[src/rtl/instr_fetch.sv]
// rtl/instr_fetch.sv - instruction-fetch stage: PC ownership, req/ack memory fetch, jump/branch redirect
//
// Ports:
//   clk, rst_n                  clock (rising edge), asynchronous active-low reset
//   imemReq, imemAddr           fetch request (held until imemAck) and word-aligned byte address
//   imemAck, imemData           memory accept strobe and fetched word (valid with imemAck)
//   stall                       downstream hold: keep the current instruction presented
//   jumpMux, jumpNextAddr       jump redirect and target (highest priority)
//   branchTaken, branchTarget   qualified branch redirect and target
//   instrValid                  instruction/opcode/funct/pcOut valid
//   instruction, opcode, funct  current word and its [31:26] / [5:0] fields
//   pcOut                       byte address of the current instruction
//   addrErr                     one-cycle pulse when a redirect target was misaligned
//   fetchCount, stallCycles     performance counters, present only with IFETCH_PERF_EN
//
// Optional feature macro: IFETCH_PERF_EN

module instr_fetch #(
    parameter int unsigned        ADDR_W   = 32,
    parameter logic [ADDR_W-1:0]  RESET_PC = '0
) (
    input  logic              clk,
    input  logic              rst_n,
    output logic              imemReq,
    output logic [ADDR_W-1:0] imemAddr,
    input  logic              imemAck,
    input  logic [31:0]       imemData,
    input  logic              stall,
    input  logic              jumpMux,
    input  logic [ADDR_W-1:0] jumpNextAddr,
    input  logic              branchTaken,
    input  logic [ADDR_W-1:0] branchTarget,
    output logic              instrValid,
    output logic [31:0]       instruction,
    output logic [5:0]        opcode,
    output logic [5:0]        funct,
    output logic [ADDR_W-1:0] pcOut,
`ifdef IFETCH_PERF_EN
    output logic [31:0]       fetchCount,
    output logic [31:0]       stallCycles,
`endif
    output logic              addrErr
);

    typedef enum logic [1:0] {
        IDLE  = 2'd0,
        REQ   = 2'd1,
        VALID = 2'd2
    } state_t;

    state_t            state;
    logic [ADDR_W-1:0] pc;
    logic              pending;
    logic [ADDR_W-1:0] pend_target;

    // Redirect decode shared by the REQ and VALID states. Jump wins over
    // branch; a misaligned target is truncated to a word boundary and flagged.
    logic              redir_now;
    logic [ADDR_W-1:0] redir_raw;
    logic [ADDR_W-1:0] redir_tgt;
    logic              redir_mis;
    logic [ADDR_W-1:0] pc_seq;

    assign redir_now = jumpMux | branchTaken;
    assign redir_raw = jumpMux ? jumpNextAddr : branchTarget;
    assign redir_tgt = {redir_raw[ADDR_W-1:2], 2'b00};
    assign redir_mis = redir_now && (redir_raw[1:0] != 2'b00);
    // Sequential successor; wraps naturally at 2^ADDR_W.
    assign pc_seq    = pc + ADDR_W'(4);

    always_ff @(posedge clk or negedge rst_n) begin
        if (!rst_n) begin
            state       <= IDLE;
            pc          <= RESET_PC;
            imemReq     <= 1'b0;
            imemAddr    <= RESET_PC;
            instrValid  <= 1'b0;
            instruction <= 32'h0;
            opcode      <= 6'h0;
            funct       <= 6'h0;
            pcOut       <= RESET_PC;
            addrErr     <= 1'b0;
            pending     <= 1'b0;
            pend_target <= RESET_PC;
`ifdef IFETCH_PERF_EN
            fetchCount  <= 32'h0;
            stallCycles <= 32'h0;
`endif
        end else begin
            addrErr <= 1'b0;
            case (state)
                IDLE: begin
                    state    <= REQ;
                    imemReq  <= 1'b1;
                    imemAddr <= pc;
                end

                REQ: begin
                    if (redir_now) begin
                        addrErr <= redir_mis;
                    end
                    if (imemAck) begin
                        if (pending || redir_now) begin
                            // The word in flight belongs to the old path: drop it
                            // and re-request at the redirect target. A redirect
                            // arriving with the ack is the newest and wins.
                            pc       <= redir_now ? redir_tgt : pend_target;
                            imemAddr <= redir_now ? redir_tgt : pend_target;
                            pending  <= 1'b0;
                            imemReq  <= 1'b1;
                        end else begin
                            instruction <= imemData;
                            opcode      <= imemData[31:26];
                            funct       <= imemData[5:0];
                            pcOut       <= pc;
                            instrValid  <= 1'b1;
                            imemReq     <= 1'b0;
                            state       <= VALID;
`ifdef IFETCH_PERF_EN
                            fetchCount  <= fetchCount + 32'd1;
`endif
                        end
                    end else if (redir_now) begin
                        // Keep the current request stable; remember the newest target.
                        pending     <= 1'b1;
                        pend_target <= redir_tgt;
                    end
                end

                VALID: begin
                    if (stall) begin
`ifdef IFETCH_PERF_EN
                        stallCycles <= stallCycles + 32'd1;
`endif
                    end else begin
                        pc         <= redir_now ? redir_tgt : pc_seq;
                        imemAddr   <= redir_now ? redir_tgt : pc_seq;
                        addrErr    <= redir_mis;
                        imemReq    <= 1'b1;
                        instrValid <= 1'b0;
                        state      <= REQ;
                    end
                end

                default: begin
                    state      <= IDLE;
                    imemReq    <= 1'b0;
                    instrValid <= 1'b0;
                end
            endcase
        end
    end

endmodule

[config.mk]
export PLATFORM = sky130hd
export DESIGN_NAME = instr_fetch
export DESIGN_NICKNAME = d
export VERILOG_FILES = /design/src/rtl/instr_fetch.sv
export SDC_FILE = /design/constraint.sdc
export NUM_CORES = 1
export LEC_CHECK = 0
export ABC_AREA = 0
export CORE_MARGIN = 2
export CORE_UTILIZATION = 35
export DETAILED_ROUTE_END_ITERATION = 8
export MAX_ROUTING_LAYER = met4
export PLACE_DENSITY = 0.65
export REMOVE_ABC_BUFFERS = 1
export SLEW_MARGIN = 10
export SYNTH_ARGS = -nofsm -noshare
export SYNTH_HDL_FRONTEND = slang
export SYNTH_SLANG_ARGS = --single-unit
[constraint.sdc]
create_clock -name clk -period 2.3 [get_ports clk]
set_input_delay 0.46 -clock clk [delete_from_list [all_inputs] [get_ports clk]]
set_output_delay 0.46 -clock clk [all_outputs]
set_load 0.02 [all_outputs]
# After elaboration in Yosys (flattened, before gate mapping)
# Index checks and enable logic that the tools add are counted.
# Widths: inputs -> output; s select.
[classes]
n_mul = 0
bitwise = 4
eq_ne = 7
add_sub_neg = 1
n_reduce_logical = 15
n_shift = 0
order_cmp = 0
n_div = 0
n_mux = 26
[ops]
columns = ["operator", "count"]
rows = [
  ["$mux 32", 6],
  ["$pmux 32 s3", 1],
  ["$pmux 32 s2", 1],
  ["$add 32x3->32 const B", 1],
  ["$reduce_and 4->1", 3],
  ["$mux 1", 11],
  ["$reduce_and 3->1", 3],
  ["$ne 2x2->1 const B", 4],
  ["$mux 2", 3],
  ["$pmux 1 s3", 2],
  ["$pmux 2 s3", 1],
  ["$reduce_bool 2->1", 3],
  ["$reduce_and 2->1", 2],
  ["$not 1->1", 3],
  ["$reduce_bool 3->1", 1],
  ["$eq 2x1->1 const B", 1],
  ["$eq 2x2->1 const B", 1],
  ["$logic_not 2->1", 1],
  ["$ne 2x1->1 const B", 1],
  ["$pmux 1 s2", 1],
  ["$logic_and 1x1->1", 1],
  ["$logic_or 1x1->1", 1],
  ["$or 1x1->1", 1],
]
[word_totals]
latch_bits = 0
ramBits = 0
mem_bits_ro = 0
memories = 0
wordCells = 65
ff_bits = 178

# Longest topological paths before layout
# Gate-level depths: netlist of run 1.
[logic_depth]
word_depth = 5
depth_mapped = 11
ltp_nobuf = 8

# Least setup slack after synthesis of run 1
# OpenSTA, ideal clock, no wires.
[synth_path]
kind = "register to register"
start = "register pc[12]"
end = "register pc[18]"
setup_slack_ns = 0.147
period_less_slack_ns = 2.153
stages_incl_launch_ff = 10
t_arrival_ns = 2.029
path_buffers = 3
cell_sequence = "dfrtp_1 buf_2 nand4_1 or4_4 buf_6 buf_8 nor2_1 xnor2_1 a21oi_1 a211o_1"
[synth_between]
elab_chain_len = 4
[synth_lines]
columns = ["element", "line_no", "source"]
rows = [
  ["start: declaration", "52", "logic [ADDR_W-1:0] pc;"],
  ["start signal: assignment", "107", "pc <= redir_now ? redir_tgt : pend_target;"],
  ["start signal: assignment", "136", "pc <= redir_now ? redir_tgt : pc_seq;"],
  ["$add 32x3->32", "69", "assign pc_seq = pc + ADDR_W'(4);"],
  ["$mux 32", "136", ""],
  ["$mux 32", "131", "if (stall) begin"],
  ["$pmux 32 s2", "91", "case (state)"],
]
# Every way passes these cells. The select of a mux whose other input is x is not followed.
# A chain may end at the register's enable or synchronous reset.

# Worst setup path in the final report of run 1
[layout_path]
start = "register pc[3]"
end = "register pc[8]"
# The elaborated chain is that of the path after synthesis.

==> results of run 1 <==
==> power groups by stage <==
stage	Sequential (mW)	Combinational [mW]	Clock (mW)
after CTS	5.32	8.98	3.18
after global placement	5.31	8.81	0
after detailed placement	5.36	8.93	0
after floorplan	6.40	3.43	0
after global routing	5.50	9.74	3.31
final	5.33	9.02	3.11
==> state kept, by name (all words and copies together), names as in the netlist <==
register / cells
addrErr: 1
imemAddr: 32
imemReq: 1
instrValid: 1
instruction: 32
pc: 32
pcOut: 32
pend_target: 32
pending: 1
state: 2
==> per-layer routing <==
layer  global-route usage  up-vias  wire, um
li1                     -     3977         -
met1                0.310     4152     13800
met2                0.347      344     13500
met3               0.0354       44      1800
met4               0.0787        0       623
met5                    -        -         0
==> cell type report <==
type	count	area [um^2]
Multi-Input combinational cell	679	4450
Clock buffer	18	429
Fill cell	2362	12500
Tap cell	330	413
Timing Repair Buffer	311	3030
Clock inverter	14	196
Inverter	16	63.8
Sequential cell	166	4150
==> through the flow <==
step | instance area [um^2] | TNS (ps)
floorplan | 8620 | -189410
global placement | 12000 | 0
detailed placement | 12000 | -63.8
CTS | 12700 | 0
global route | 12700 | 0
finish | 12700 | 0
==> kinds of logic (layout without fill, tap and decap cells) <==
logic type      count (synthesis)  in the layout
compound gates                331            331
simple gates                  249            249
flops                         166            166
buf+inv                       105            359
mux                            77             77
xor+xnor                       17             17
fa+ha+maj                       5              5
==> synthesized netlist by cell type (3+ instances only) <==
cell      number
nand2_1       85
and2_1         5
clkbuf_1      56
ha_1           5
nand3_1       21
a221oi_1      11
nor3_1        16
o21ai_0       85
xor2_1        10
o31a_1         4
buf_1         12
o221ai_1       7
nand2b_1       7
or3_1         12
nor2b_1        5
a21oi_1       76
mux2_2        62
a21o_1        13
nor4_4         3
nor4_1         4
clkinv_1       3
o31ai_1       11
a211oi_1       6
nand4_1       10
a31oi_1       20
a22o_1        19
a22oi_1        4
o211ai_1      12
xnor2_1        7
inv_1         13
mux2i_1       15
buf_4         12
a21boi_0       3
dfrtp_1      166
buf_2          7
o21a_1         8
nor2_1        61
o22ai_1       34
and4_1         4
==> cells in the final DEF, fill, tap and decap left out, types with 8 or more instances in the layout <==
| cell | synthesis | routed |
|---|---|---|
| o31ai_1 | 11 | 11 |
| a22o_1 | 19 | 19 |
| o22ai_1 | 34 | 34 |
| o21a_1 | 8 | 8 |
| nand3_1 | 21 | 20 |
| inv_1 | 13 | 13 |
| buf_4 | 12 | 84 |
| a21o_1 | 13 | 13 |
| nor2_1 | 61 | 59 |
| nand2_1 | 85 | 85 |
| o21ai_0 | 85 | 85 |
| or3_1 | 12 | 12 |
| mux2i_1 | 15 | 15 |
| a221oi_1 | 11 | 11 |
| dfrtp_1 | 166 | 166 |
| nand4_1 | 10 | 10 |
| nor3_1 | 16 | 15 |
| a31oi_1 | 20 | 20 |
| a21oi_1 | 76 | 75 |
| buf_12 | 0 | 13 |
| clkdlybuf4s50_1 | 0 | 209 |
| clkbuf_16 | 0 | 17 |
| xor2_1 | 10 | 10 |
| mux2_2 | 62 | 62 |
| o211ai_1 | 12 | 12 |
==> worst max-delay path: cells and delay by family (launching register included) <==
family | cells | cell delay, ps
compound gates | 3 | 510
fa+ha+maj | 1 | 280
buf+inv | 1 | 240
flops | 1 | 370
mux | 1 | 170
simple gates | 2 | 550
==> timing repair <==
| action | in CTS | in global routing |
|---|---|---|
| setup buffers | 0 | 5 |
| hold buffers | 1 | 0 |
| endpoints found under the hold margin | 39 | 0 |
| setup endpoints to repair | 0 | 25 |
| resized for setup | 0 | 7 |
==> how the worst max path moves through the flow <==
stage               startpoint              to  cells after the start
global route          state[0]    imemAddr[16]                     10
CTS                   state[0]    imemAddr[23]                      8
finish                   pc[3]           pc[8]                      8
detailed placement     imemAck    imemAddr[20]                      8
floorplan              jumpMux  instruction[0]                      5
global placement       imemAck    imemAddr[27]                      8
==> out/metrics.cfg, run 1 <==
[hold_path]
worstHoldEndpoint=pcOut[15]
worstHoldStart=pcOut[15]
hold_class=flop to flop
hold_depth=2

[timing]
maxSlewHeadroom=0.634
setup_viol=0
drv_slew=0
fin_skew_ps=11.8
period_minus_slack_ps=2170
hold_violations=0
timing.final.ws_setup_ps=125
whs_ps=480
worst_pin_slew_ps=544
rsz0062_at_grt=false
period_share=0.946
fmax_mhz=460

[synth]
synth_compound_area_frac=0.232
syn-cell-area_um2=9020
synthMuxAreaShare=0.0940
seq_area_frac_synth=0.460
avgSynthCellArea_um2=9.50
yosys.area_share.simple=0.139
synth_top_cells_by_area=dfrtp_1, mux2_2, o21ai_0
synth_xor_area_frac=0.0165
yosysWarnings=0
synth_top_area_share=0.460
ys_types=68
ys_ff_latch=166
synth_top_family_by_area=compound AO/OA/AOI/OAI gates
ys_dominant_reg_cell=dfrtp_1
yosys.area.top_type=dfrtp_1
async_flop_share=1.00
yosys.area_share.adder=0.00693
synth_edf_count=0
syn_inst=950

[detailed_routing]
dr.pass1.iters=5
post_drt_via_cell_ratio=5.55
num_vias=8517
drc=0
wl_per_cell_um=19.4
detail_route.iter0.violations=731
antenna_left=0
totalWireLength_mm=29.7

[setup_path]
rr_startpoint=pc[3]
path_class=flop to flop
regToRegSetupSlack_ps=130
r2r-end=pc[8]
crit_fanout=7
cp.arrival_ps=2550
cp.required_ps=2670
critPathLaunchType=flop
endpoint_kind=flop
cp_cell_sequence=ha_1 > nand4_1 > buf_4 > or3_1 > a311oi_1 > a21oi_1 > o21ai_0 > mux2_2
slowest_stage=dfrtp_1
r2r_cells=8
worst_path_largest_cell_delay_ps=370

[floorplanning]
start_util=0.357
num_rows=58
io_pins=213
dieArea_um2=27100
die_h_um=165
core-area_um2=25300
die_width_um=165

[global_routing]
grtUsageTotal=0.228
antenna_found_initial=0
grt_pass1_vias=8304
overflow=0
grt_max_degree=53
grt_pass1_wl_mm=46.1

[cts]
clockRootBuffer=clkbuf_16
cts_inserted_buffers=17
cts_sinks=166
insertion_delay_ps=430
htree_levels=4
cts_tree=done
clock_path_buffers=2
clk_pin_slew_ps=70

[power]
seqPwrFrac=0.305
p_sw_mw=7.03
peakVddDrop_uv=543
powerDensity_nw_per_um2=1370
finalPower_mw=17.5
leakagePower_nw=5.34
pwr-share-clk=0.178
internal_power_mw=10.4
swShare=0.402
power_frac_comb=0.516

[final_layout]
drive_gt1_frac=0.180
post-route-util=0.504
syn_to_final_growth_pct=41.1
stdcell_count=1534
fin_nets=1298
diodes=0

[placement]
pre_cts_ws_ps=-27.2
portBuffers=212
gp_congestion=0.890
dp.cells=1496
dp_hpwl_mm=21.3

[outcome]
outcome=finished clean

[job]
maxCapViolCount=0

Power figures use the tool's default switching activity.
==> inputs of run 2 (changes only) <==
Settings changed: CORE_MARGIN 2 to 1, RECOVER_POWER set to 50.
==> run 2 against run 1 <==
  * Worst setup slack got worse by 49 ps
  * Total power fell by 2.4%
  * Highest routed layer unchanged
  * Largest cell class unchanged
  * Critical endpoint is now imemAddr[29]
  * Via count fell by 0.23%
  * Register-to-register slack got worse by 50 ps
==> out/metrics.cfg, run 2 (synthesis gave the netlist of run 1 again) <==
[job]
maxCapViolCount=0  ; unchanged

[cts]
clockRootBuffer=clkbuf_16
cts_setup_buffers=0  ; unchanged
cts_inserted_buffers=17  ; unchanged
insertion_delay_ps=450  ; +20 ps
htree_levels=4  ; unchanged
cts_tree=done
clk_pin_slew_ps=70  ; about the same
clock_path_buffers=2  ; unchanged
cts_sinks=166  ; unchanged

[placement]
gp_congestion=0.904  ; +1.6%
place_area_um2=12000  ; -0.54%
dp_hpwl_mm=20.8  ; -2.1%
portBuffers=212  ; unchanged

[global_routing]
grtUsageTotal=0.233  ; +0.00566
antenna_found_initial=0  ; unchanged
overflow=0  ; unchanged
grt_pass1_wl_mm=46.2  ; +0.24%
grt_pass1_vias=8279  ; -0.30%
grt_max_degree=49  ; -7.5%

[timing]
fmax_mhz=450  ; -2.2%
period_minus_slack_ps=2220  ; +49.2 ps
drv_slew=0  ; unchanged
hold_violations=0  ; unchanged
worst_pin_slew_ps=1400  ; +852 ps
period_share=0.967  ; +0.0214
setup_viol=0  ; unchanged
whs_ps=479  ; -1.59 ps
fin_skew_ps=12.5  ; +0.696 ps
maxSlewHeadroom=0.0688  ; -0.566
rsz0062_at_grt=true

[floorplanning]
die_h_um=163  ; -1.2%
core-area_um2=25300  ; unchanged
dieArea_um2=26400  ; -2.4%
die_width_um=163  ; -1.2%
start_util=0.357  ; unchanged
num_rows=58  ; unchanged
io_pins=213  ; unchanged

[final_layout]
post-route-util=0.497  ; -0.00733
final_cell_mix=clkdlybuf4s50_1, dfrtp_1, nand2_1, o21ai_0, buf_4
final_common_cell=clkdlybuf4s50_1
fillCellCount=2323  ; -1.7%
fin_area_um2=12500  ; -1.5%
drive_gt1_frac=0.173  ; -0.00744
fin_nets=1292  ; -0.46%
syn_to_final_growth_pct=39.0
multi_input_area_um2=4440  ; -0.20%
diodes=0  ; unchanged
seqCellArea_um2=4150  ; unchanged

[detailed_routing]
detail_route.iter0.violations=746  ; +2.1%
drc=0  ; unchanged
num_vias=8497  ; -0.23%
totalWireLength_mm=29.6  ; -0.34%
post_drt_via_cell_ratio=5.56  ; +0.16%
antenna_left=0  ; unchanged
dr.pass1.iters=5  ; unchanged
wl_per_cell_um=19.4  ; about the same

[power]
leakagePower_nw=5.27  ; -1.3%
powerDensity_nw_per_um2=1360  ; -0.93%
peakVddDrop_uv=650  ; +20%

[setup_path]
cp.arrival_ps=2540  ; about the same
critPathLaunchType=flop
path_class=flop to flop
r2r-end=imemAddr[29]
cp.required_ps=2620  ; -50 ps
endpoint_kind=flop
crit_fanout=15  ; +8
rr_startpoint=pc[14]
regToRegSetupSlack_ps=80  ; -50 ps
r2r_cells=6  ; -2

[hold_path]
hold_depth=2  ; unchanged
worstHoldStart=imemAddr[13]
worstHoldEndpoint=imemAddr[13]
hold_class=flop to flop

[outcome]
outcome=finished clean

[run 2: changes by cell type in the layout (fill, tap and decap cells not counted), moves of 2 or more]
cell             previous run  this run
dlygate4sd3_1               1        18
buf_12                     13         5
clkinvlp_4                  4         2
buf_4                      84        80
clkbuf_2                    0         2
bufinv_16                   4         2
clkinv_4                    0         5
clkdlybuf4s50_1           209       192
[run 2: how the worst max path moves through the flow]
| stage | start | end | slack (ps) | cells after the start |
|---|---|---|---|---|
| 2_1_floorplan | jumpMux | instruction[0] | -1550 | 5 |
| 3_3_place_gp | jumpMux | imemAddr[16] | 60 | 10 |
| 3_5_place_dp | jumpMux | imemAddr[16] | 20 | 10 |
| 4_1_cts | state[0] | imemAddr[23] | 60 | 8 |
| 5_1_grt | state[0] | imemAddr[19] | -6 | 8 |
| 6_report | pc[14] | imemAddr[29] | 80 | 6 |
[run 2: timing repair]
item | in CTS | in global routing
endpoints found under the setup margin | 0 | 5
hold endpoints to repair | 5 | 0
resized for setup | 0 | 4
hold buffers | 1 | 0
[run 2: stage by stage]
stage                     power [mW]  cells  TNS [ps]  setup slack [ps]
final                           17.0   1528         0              75.9
after global placement          14.0   1494         0              59.7
after global routing            18.1   1528     -11.8             -5.91
after floorplan                 9.83    861   -189410             -1550
after detailed placement        14.1   1494         0              23.0
after CTS                       17.1   1527         0              60.4
[run 2: report_power, final]
group,switching [mW],total [mW],internal (mW)
Combinational,4.65,8.75,4.09
Clock,1.32,2.94,1.62
Sequential,1.06,5.36,4.30
Total,7.03,17.0,10.0
[run 2: critical path, stage by stage (launching register included)]
cell	delay, ps
dfrtp_1	380
nand4_1	140
or4_4	690
nor3_1	270
and4_1	280
mux2i_1	210
o211ai_1	110
[run 2: final cells by class]
cell class,instances,area share
Inverter,16,0.00479
Clock inverter,15,0.0134
Timing Repair Buffer,305,0.230
Tap cell,330,0.0329
Sequential cell,166,0.331
Multi-Input combinational cell,679,0.354
Clock buffer,17,0.0339
[run 2: layer usage]
metal	global-route usage	up-vias	part of all wire
met3	0.0374	44	0.080
met1	0.322	4109	0.46
li1	-	3961	-
met4	0.0875	0	0.022
met5	-	-	0
met2	0.342	383	0.44
==> inputs of run 3 (changes only) <==
Settings changed: DONT_BUFFER_PORTS set to 1, PLACE_DENSITY 0.65 to 0.54.
==> run 3 against run 2 <==
  * The flow now finishes with violations (negative hold slack)
  * Sequential share of layout area up 7.1 points
  * Combinational power down 36%
  * Worst setup slack better by 10 ps
  * Cell count down 15%
  * Clock power about the same
  * Core utilization down 8.8 points
  * Non-clock buffer count down 227
  * Die area unchanged
  * Critical path depth up 2
==> out/metrics.cfg, run 3 (synthesis gave the netlist of run 1 again) <==
[final_layout]
final_cell_mix=dfrtp_1, o21ai_0, nand2_1, a21oi_1, buf_4
diodes=0  ; unchanged
drive_gt1_frac=0.202  ; +0.0291
final_common_cell=dfrtp_1
fin_nets=1065  ; -18%
syn_to_final_growth_pct=14.4
fillCellCount=2499  ; +7.6%
stdcell_count=1301  ; -15%

[floorplanning]
die_h_um=163  ; unchanged
num_rows=58  ; unchanged
die_width_um=163  ; unchanged
start_util=0.357  ; unchanged
core-area_um2=25300  ; unchanged
io_pins=213  ; unchanged
dieArea_um2=26400  ; unchanged

[timing]
maxSlewHeadroom=0.559  ; +0.490
fmax_mhz=452  ; +0.45%
period_minus_slack_ps=2210  ; -10.0 ps
rsz0062_at_grt=false
timing.final.ws_setup_ps=85.9  ; +10.0 ps
worst_pin_slew_ps=656  ; -741 ps
hold_violations=166  ; +166
period_share=0.963  ; -0.00437
setup_viol=0  ; unchanged
drv_slew=0  ; unchanged
whs_ps=-284  ; -763 ps
fin_skew_ps=12.0  ; -0.411 ps

[setup_path]
cp.required_ps=2660  ; +40 ps
endpoint_kind=flop
cp.arrival_ps=2570  ; +30 ps
crit_fanout=14  ; -1
path_class=flop to flop
critPathLaunchType=flop

[placement]
pre_cts_ws_ps=5.65  ; -17.4 ps
portBuffers=0  ; -100%
gp_congestion=0.848  ; -6.2%
dp.cells=1269  ; -15%
dp_hpwl_mm=19.3  ; -7.3%

[global_routing]
grtUsageMet3=0.0463  ; +0.00891
gr-usage-met1=0.299  ; -0.0233
grtUsageTotal=0.224  ; -0.00904
met2_usage=0.342  ; about the same
grt_pass1_wl_mm=43.4  ; -6.2%
grt_max_degree=167  ; +240%
top_usage_layer=met2
grt_pass1_vias=7168  ; -13%
overflow=0  ; unchanged
antenna_found_initial=0  ; unchanged

[detailed_routing]
drc=0  ; unchanged
num_vias=7631  ; -10%
antenna_left=0  ; unchanged
detail_route.iter0.violations=526  ; -29%
totalWireLength_mm=28.6  ; -3.4%
wl_per_cell_um=22.0  ; +13%
post_drt_via_cell_ratio=5.87  ; +5.5%
dr.pass1.iters=5  ; unchanged

[cts]
insertion_delay_ps=440  ; about the same
htree_levels=4  ; unchanged
cts_inserted_buffers=17  ; unchanged
clk_pin_slew_ps=70  ; about the same
clock_path_buffers=2  ; unchanged
cts_setup_buffers=0  ; unchanged
clockRootBuffer=clkbuf_16
cts_sinks=166  ; unchanged
cts_tree=done

[outcome]
violations=negative hold slack
outcome=finished with violations

[job]
maxCapViolCount=0  ; unchanged

[power]
peakVddDrop_uv=494  ; -24%
leakagePower_nw=4.36  ; -17%
powerDensity_nw_per_um2=1460  ; +7.5%

[hold_path]
hold_class=input port to async pin

==> run 3: final timing paths <==
path,start,to,slack [ps],cells past startpoint
max,state[0],imemAddr[19],90,8
min,rst_n,instruction[28],-280,0
max reg2reg,state[0],imemAddr[19],90,8
min reg2reg,pend_target[18],pend_target[18],510,2
max in group asynchronous,rst_n,pend_target[6],2280,0
min in group clk,imemAck,pending,100,1
==> run 3: repair_timing <==
| action | CTS | global route |
|---|---|---|
| endpoints found under the hold margin | 166 | 166 |
| pin swaps | 0 | 0 |
| gates resized for setup | 1 | 5 |
| endpoints found under the setup margin | 3 | 32 |
==> run 3: layer usage <==
layer / routed length, um / vias to the layer above / part of all wire
li1: - / 3526 / -
met1: 12900 / 3772 / 0.45
met2: 13100 / 303 / 0.46
met3: 2100 / 30 / 0.074
met4: 412 / 0 / 0.014
met5: 0 / - / 0
==> run 3: per-stage QoR <==
step / setup TNS, ps / power [mW] / util / instance area, um^2
after floorplan: -189410 / 9.83 / - / 8620
after global placement: 0 / 12.1 / 0.385 / 9720
after detailed placement: 0 / 12.2 / 0.385 / 9720
after CTS: 0 / 15.2 / 0.408 / 10300
after global routing: 0 / 16.0 / 0.409 / 10300
final: 0 / 15.1 / 0.409 / 10300
==> run 3: layout make-up <==
class                      count  area, um^2  share of cell area
timing repair buffer          78         661              0.0640
sequential                   166        4150               0.402
inverter                      16        60.1             0.00582
clock inverter                14         149              0.0144
clock buffer                  18         429              0.0416
tap                          330         413              0.0400
multi-input combinational    679        4460               0.432
==> run 3: critical path, cell delays in order (launching register included) <==
cell and delay [ps]:
dfrtp_1 410, inv_1 100, ha_2 230, or3b_2 510, buf_4 220, nor4_4 270
o21bai_1 150, a22oi_1 110, o21ai_1 140
==> run 3: report_power, final <==
part	switching [mW]	leakage [nW]	internal [mW]
clock	1.30	0.274	1.61
sequential	2.29	2.04	4.29
combinational	3.05	2.05	2.54
